$ cat src/rtl/wm8731_cfg_pkg.sv
// WM8731 configuration package.
// Holds the sequencer state encoding and the codec register table. Each
// table word is {register address[6:0], value[8:0]}. Entries past the
// defined words are zero and only used if NUM_REGS is raised past 11.
package wm8731_cfg_pkg;

    typedef enum logic [2:0] {
        ST_IDLE,
        ST_LOAD,
        ST_XFER,
        ST_GAP,
        ST_FIN
    } cfg_state_t;

    localparam logic [15:0] REG_TABLE [16] = '{
        16'h1E00,  // reset
        16'h0017,  // left line in
        16'h0217,  // right line in
        16'h0479,  // left headphone
        16'h0679,  // right headphone
        16'h0812,  // analogue path
        16'h0A00,  // digital path
        16'h0C00,  // power
        16'h0E42,  // format
        16'h1001,  // sampling
        16'h1201,  // active
        16'h0000,
        16'h0000,
        16'h0000,
        16'h0000,
        16'h0000
    };

endpackage

$ cat src/rtl/cfg_sync_edge.sv
// Two-flop synchronizer with rising-edge detect.
// Ports:
//   gclk   - clock
//   grst_n - synchronous active-low reset
//   din    - asynchronous level input
//   rise   - one-cycle pulse on a synchronized 0 -> 1 transition
module cfg_sync_edge (
    input  logic gclk,
    input  logic grst_n,
    input  logic din,
    output logic rise
);

    logic meta;
    logic sync;
    logic sync_q;

    always_ff @(posedge gclk) begin
        if (!grst_n) begin
            meta   <= 1'b0;
            sync   <= 1'b0;
            sync_q <= 1'b0;
        end else begin
            meta   <= din;
            sync   <= meta;
            sync_q <= sync;
        end
    end

    // Driven only by flops, so no combinational path from din.
    assign rise = sync & ~sync_q;

endmodule

$ cat src/rtl/wm8731_config_seq.sv
// WM8731 codec configuration sequencer.
// Walks the register table, handing one word at a time to an external I2C
// writer and waiting for its completion, with a fixed idle gap between
// writes and a per-write timeout.
// Ports:
//   MCLK         - system clock
//   RESET        - synchronous active-low reset
//   START        - rising edge starts a sequence (from IDLE or FIN)
//   I2C_FINISHED - writer completion level (synchronized internally)
//   I2C_ENABLE   - holds a writer transfer active while high
//   I2C_DATA     - register word {addr[6:0], value[8:0]}
//   BUSY         - sequence in progress
//   DONE         - sequence ended (normally or on timeout)
//   ERROR        - last sequence aborted on timeout
//   INDEX        - current / last attempted table entry
module wm8731_config_seq
    import wm8731_cfg_pkg::*;
#(
    parameter int NUM_REGS       = 10,
    parameter int GAP_CYCLES     = 2048,
    parameter int TIMEOUT_CYCLES = 65536
) (
    input  logic        MCLK,
    input  logic        RESET,
    input  logic        START,
    input  logic        I2C_FINISHED,
    output logic        I2C_ENABLE,
    output logic [15:0] I2C_DATA,
    output logic        BUSY,
    output logic        DONE,
    output logic        ERROR,
    output logic [3:0]  INDEX
);

    localparam int TW = $clog2(TIMEOUT_CYCLES);
    localparam int GW = $clog2(GAP_CYCLES);

    localparam logic [TW-1:0] T_LAST   = TW'(TIMEOUT_CYCLES - 1);
    // The LOAD cycle also has I2C_ENABLE low, so GAP itself ends one cycle
    // early to make the low time between writes exactly GAP_CYCLES.
    localparam logic [GW-1:0] G_END    = GW'(GAP_CYCLES - 2);
    localparam logic [3:0]    LAST_IDX = 4'(NUM_REGS - 1);

    cfg_state_t    state, state_n;
    logic [TW-1:0] tcnt, tcnt_n;
    logic [GW-1:0] gcnt, gcnt_n;
    logic          enable_n;
    logic [15:0]   data_n;
    logic          busy_n, done_n, error_n;
    logic [3:0]    index_n;

    logic start_rise;
    logic fin_rise;

    cfg_sync_edge u_start_sync (
        .gclk   (MCLK),
        .grst_n (RESET),
        .din    (START),
        .rise   (start_rise)
    );

    cfg_sync_edge u_fin_sync (
        .gclk   (MCLK),
        .grst_n (RESET),
        .din    (I2C_FINISHED),
        .rise   (fin_rise)
    );

    always_ff @(posedge MCLK) begin
        if (!RESET) begin
            state      <= ST_IDLE;
            tcnt       <= '0;
            gcnt       <= '0;
            I2C_ENABLE <= 1'b0;
            I2C_DATA   <= 16'h0000;
            BUSY       <= 1'b0;
            DONE       <= 1'b0;
            ERROR      <= 1'b0;
            INDEX      <= 4'd0;
        end else begin
            state      <= state_n;
            tcnt       <= tcnt_n;
            gcnt       <= gcnt_n;
            I2C_ENABLE <= enable_n;
            I2C_DATA   <= data_n;
            BUSY       <= busy_n;
            DONE       <= done_n;
            ERROR      <= error_n;
            INDEX      <= index_n;
        end
    end

    always_comb begin
        state_n  = state;
        tcnt_n   = tcnt;
        gcnt_n   = gcnt;
        enable_n = I2C_ENABLE;
        data_n   = I2C_DATA;
        busy_n   = BUSY;
        done_n   = DONE;
        error_n  = ERROR;
        index_n  = INDEX;

        case (state)
            ST_IDLE, ST_FIN: begin
                if (start_rise) begin
                    state_n = ST_LOAD;
                    index_n = 4'd0;
                    error_n = 1'b0;
                    done_n  = 1'b0;
                    busy_n  = 1'b1;
                end
            end
            ST_LOAD: begin
                data_n   = REG_TABLE[INDEX];
                enable_n = 1'b1;
                tcnt_n   = '0;
                state_n  = ST_XFER;
            end
            ST_XFER: begin
                // Completion is checked first so it wins over a timeout.
                if (fin_rise) begin
                    enable_n = 1'b0;
                    gcnt_n   = '0;
                    state_n  = ST_GAP;
                end else if (tcnt == T_LAST) begin
                    enable_n = 1'b0;
                    error_n  = 1'b1;
                    busy_n   = 1'b0;
                    done_n   = 1'b1;
                    state_n  = ST_FIN;
                end else if (tcnt != '1) begin
                    tcnt_n = tcnt + 1'b1;
                end
            end
            ST_GAP: begin
                if (gcnt == G_END) begin
                    if (INDEX == LAST_IDX) begin
                        busy_n  = 1'b0;
                        done_n  = 1'b1;
                        state_n = ST_FIN;
                    end else begin
                        index_n = INDEX + 4'd1;
                        state_n = ST_LOAD;
                    end
                end else if (gcnt != '1) begin
                    gcnt_n = gcnt + 1'b1;
                end
            end
            default: state_n = ST_IDLE;
        endcase
    end

endmodule

$ cat config.mk
export PLATFORM = sky130hd
export DESIGN_NAME = wm8731_config_seq
export DESIGN_NICKNAME = d
export VERILOG_FILES = /design/src/rtl/wm8731_cfg_pkg.sv /design/src/rtl/cfg_sync_edge.sv /design/src/rtl/wm8731_config_seq.sv
export SDC_FILE = /design/constraint.sdc
export NUM_CORES = 1
export LEC_CHECK = 0
export ABC_AREA = 1
export BUFFER_PORTS_ARGS = -buffer_cell sky130_fd_sc_hd__buf_4
export CORE_UTILIZATION = 50
export DETAILED_ROUTE_END_ITERATION = 10
export GPL_ROUTABILITY_DRIVEN = 0
export PLACE_DENSITY = 0.73
export REMOVE_ABC_BUFFERS = 1
export SLEW_MARGIN = 10
export SYNTH_ARGS = -nofsm -noshare
export SYNTH_HDL_FRONTEND = slang
export SYNTH_SLANG_ARGS = --single-unit
$ cat constraint.sdc
create_clock -name MCLK -period 2.9 [get_ports MCLK]
set_input_delay 0.145 -clock MCLK [delete_from_list [all_inputs] [get_ports MCLK]]
set_output_delay 0.145 -clock MCLK [all_outputs]
set_load 0.05 [all_outputs]
==> out/qor.yml <==
outcome:
  status: "completed"
synthesis:
  synth_mux_area_share_pct: 0
  yosysWarningCount: 0
  synthAdderAreaFrac_pct: 2.76
  synth_top_family_by_area: "simple AND/OR/NAND/NOR gates"
  synthFlopType: "dfxtp_1"
  synth-simple-area-share_pct: 37.1
  async_reset_ff_share_pct: 0
  synth-seq-cells: 54
  synth_area_sq_um: 3170
  synthCells: 471
  synth_edf_count: 0
  avgSynthCellArea_sq_um: 6.73
  seq_area_frac_synth_pct: 34.1
  synth_compound_area_share_pct: 13.7
  synth_xor_area_share_pct: 0.552
  ys_types: 37
global_routing:
  antenna_found_initial: 0
  grt_pass1_wl_microns: 11100
  grt_pass1_vias: 2559
  grt_max_degree: 30
  track_usage_pct: 21.0
  overflow: 0
power_and_ir_drop:
  max-vdd-ir-drop_uv: 643
  p_leak_uw: 0.00146
  pwr_density_cell_nw_per_um2: 802
timing:
  max_freq_ghz: 0.524
  drv_slew: 0
  fin_tns_setup_ns: 0
  hold_viol_final: 0
  max_slew_margin_pct: 66.6
  setup_viol: 0
  finalCritPeriodShare_pct: 65.8
  rsz0062_at_grt: "no"
  min_period_ns: 1.91
  skew_ns: 0.0130
  worst_slack_ns: 0.992
  tightest_slew_ns: 0.500
setup_path:
  cp.arrival_ns: 2.15
  worstReg2RegEnd: "tcnt[12]"
  crit_path_end_kind: "flip-flop"
  cp_slowest_stage_delay_ns: 0.40
  path_max_fanout: 13
  slowest_stage: "dfxtp_1"
  rr_worst_depth: 11
  cp-endpoint: "tcnt[12]"
  startpoint: "tcnt[0]"
  cp_num_cells: 11
  crit_buf_inv: 1
  crit_type: "flip-flop to flip-flop"
  timing.critical_path.required_ns: 3.14
  cp_top_family: "simple AND/OR/NAND/NOR gates"
  path_cells: "ha_1 -> nand2_2 -> nor2_4 -> nand2_2 -> nor2_4 -> nand2_2 -> nand2_2 -> inv_2 -> nand2_1 -> nand2_1 -> nor2_1"
  cp_common_cell: "nand2_2"
  rrSetupSlack_ns: 0.99
  startpoint_type: "flip-flop"
  r2r-start: "tcnt[0]"
finish:
  num-fill-cells: 579
  fin_util_pct: 57.0
  diodes: 0
  layout_commonest_cell: "nand2_1"
  multi_input_area_sq_um: 1730
  syn2layout_area_growth_pct: 8.29
  layout_common_cells: "nand2_1, inv_1, dfxtp_1"
  drive_gt1_share_pct: 15.6
  fin_nets: 498
  regArea_sq_um: 1080
detailed_routing:
  drc_errors: 0
  via_per_inst: 5.12
  routed_wl_microns: 6580
  drtPass1Iterations: 4
  drt_iter0_drc: 156
  drtAntennaViolNets: 0
  vias: 2883
  wl_per_cell_microns: 11.7
floorplanning:
  floorplan.initialDensity_pct: 52.6
  rows: 28
  core_sq_um: 6030
  design.die.area_sq_um: 6660
  die_height_microns: 81.6
  die_w_microns: 81.6
  io-pin-count: 28
clock_tree:
  ctsHoldBuffers: 0
  cts_resized: 0
  cts_setup_buffers: 0
  insertion_delay_ns: 0.31
  clk_pin_slew_ns: 0.10
  cts_made_buffers: 5
  cts_num_sinks: 54
  cts_tree: "done"
  clock_path_buffers: 2
  cts-root-buf: "clkbuf_8"
  htree_levels: 2
placed_design:
  dp_slack_ns: 1.02
  dp_hpwl_microns: 4680
  port_buffers: 22
hold_path:
  min_path_cells: 3
  hold_class: "primary input to flip-flop"
job:
  cap_violations: 0
==> synth_stat cells, types with 4 or more instances <==
cell | number | share of area [%]
nand2_1 | 133 | 16
inv_1 | 56 | 6.6
dfxtp_1 | 54 | 34
nor2_1 | 51 | 6.0
nand3_1 | 31 | 4.9
a21oi_1 | 23 | 3.6
o21ai_0 | 22 | 3.5
a21oi_2 | 8 | 2.2
buf_4 | 8 | 1.9
ha_1 | 7 | 2.8
inv_2 | 7 | 0.83
nand3_2 | 7 | 2.2
o21bai_1 | 7 | 1.7
clkbuf_1 | 6 | 0.71
nand2_2 | 6 | 1.2
nand4_1 | 5 | 0.99
nor2_2 | 4 | 0.79
nor2_4 | 4 | 1.4
o21ai_1 | 4 | 0.63
==> power by group <==
part	internal, uW	switching, uW	leakage, uW
Sequential	857	95.1	0.000438
Combinational	366	928	0.000966
Clock	255	252	0.0000579
Total	1480	1280	0.00146
==> sequential cells by signal (all words and copies together), names as in the netlist <==
register             flops
tcnt                    16
gcnt                    11
I2C_DATA                10
INDEX                    4
state                    3
BUSY                     1
DONE                     1
ERROR                    1
I2C_ENABLE               1
u_fin_sync.meta          1
u_fin_sync.sync          1
u_fin_sync.sync_q        1
u_start_sync.meta        1
u_start_sync.sync        1
u_start_sync.sync_q      1
==> layer usage <==
metal / routed length (microns) / part of all wire, % / global-route usage [%]
met5: 0 / 0 / 0
met1: 3280 / 50 / 27.0
met4: 93 / 1.4 / 5.96
met2: 2970 / 45 / 35.9
met3: 235 / 3.6 / 3.44
==> area by class of cell <==
class | count | share of cell area (%)
Multi-Input combinational cell | 339 | 50.5
Sequential cell | 54 | 31.5
Inverter | 63 | 6.89
Timing Repair Buffer | 24 | 5.25
Tap cell | 75 | 2.73
Clock buffer | 5 | 2.00
Clock inverter | 3 | 1.17
==> worst min-delay path by stage <==
stage / end / slack [ns] / startpoint
floorplan: u_fin_sync.meta / 0.24 / RESET
global placement: u_start_sync.meta / 0.33 / START
detailed placement: u_start_sync.meta / 0.33 / START
CTS: u_start_sync.meta / 0.008 / START
global route: u_start_sync.meta / 0.02 / START
finish: u_start_sync.meta / 0.02 / START
==> through the flow <==
stage	power [uW]	instance area, sq um	hold WS [ns]	instances
detailed placement	2250	3320	0.331	555
global route	2950	3430	0.0151	563
global placement	2240	3320	0.333	555
finish	2750	3430	0.0195	563
floorplan	1940	3050	0.238	456
CTS	2760	3430	0.00776	563
==> cells by family after synthesis <==
group | Yosys count
AND/OR/NAND/NOR | 253
buffers and inverters | 82
AO/OA/AOI/OAI | 72
flip-flops | 54
adder cells (fa/ha/maj) | 7
XOR/XNOR | 2
other | 1
==> worst min-delay path, delay by kind of cell <==
family,cells,cell delay (ns)
buffers and inverters,2,0.12
AND/OR/NAND/NOR,1,0.04
Power figures use the tool's default switching activity.
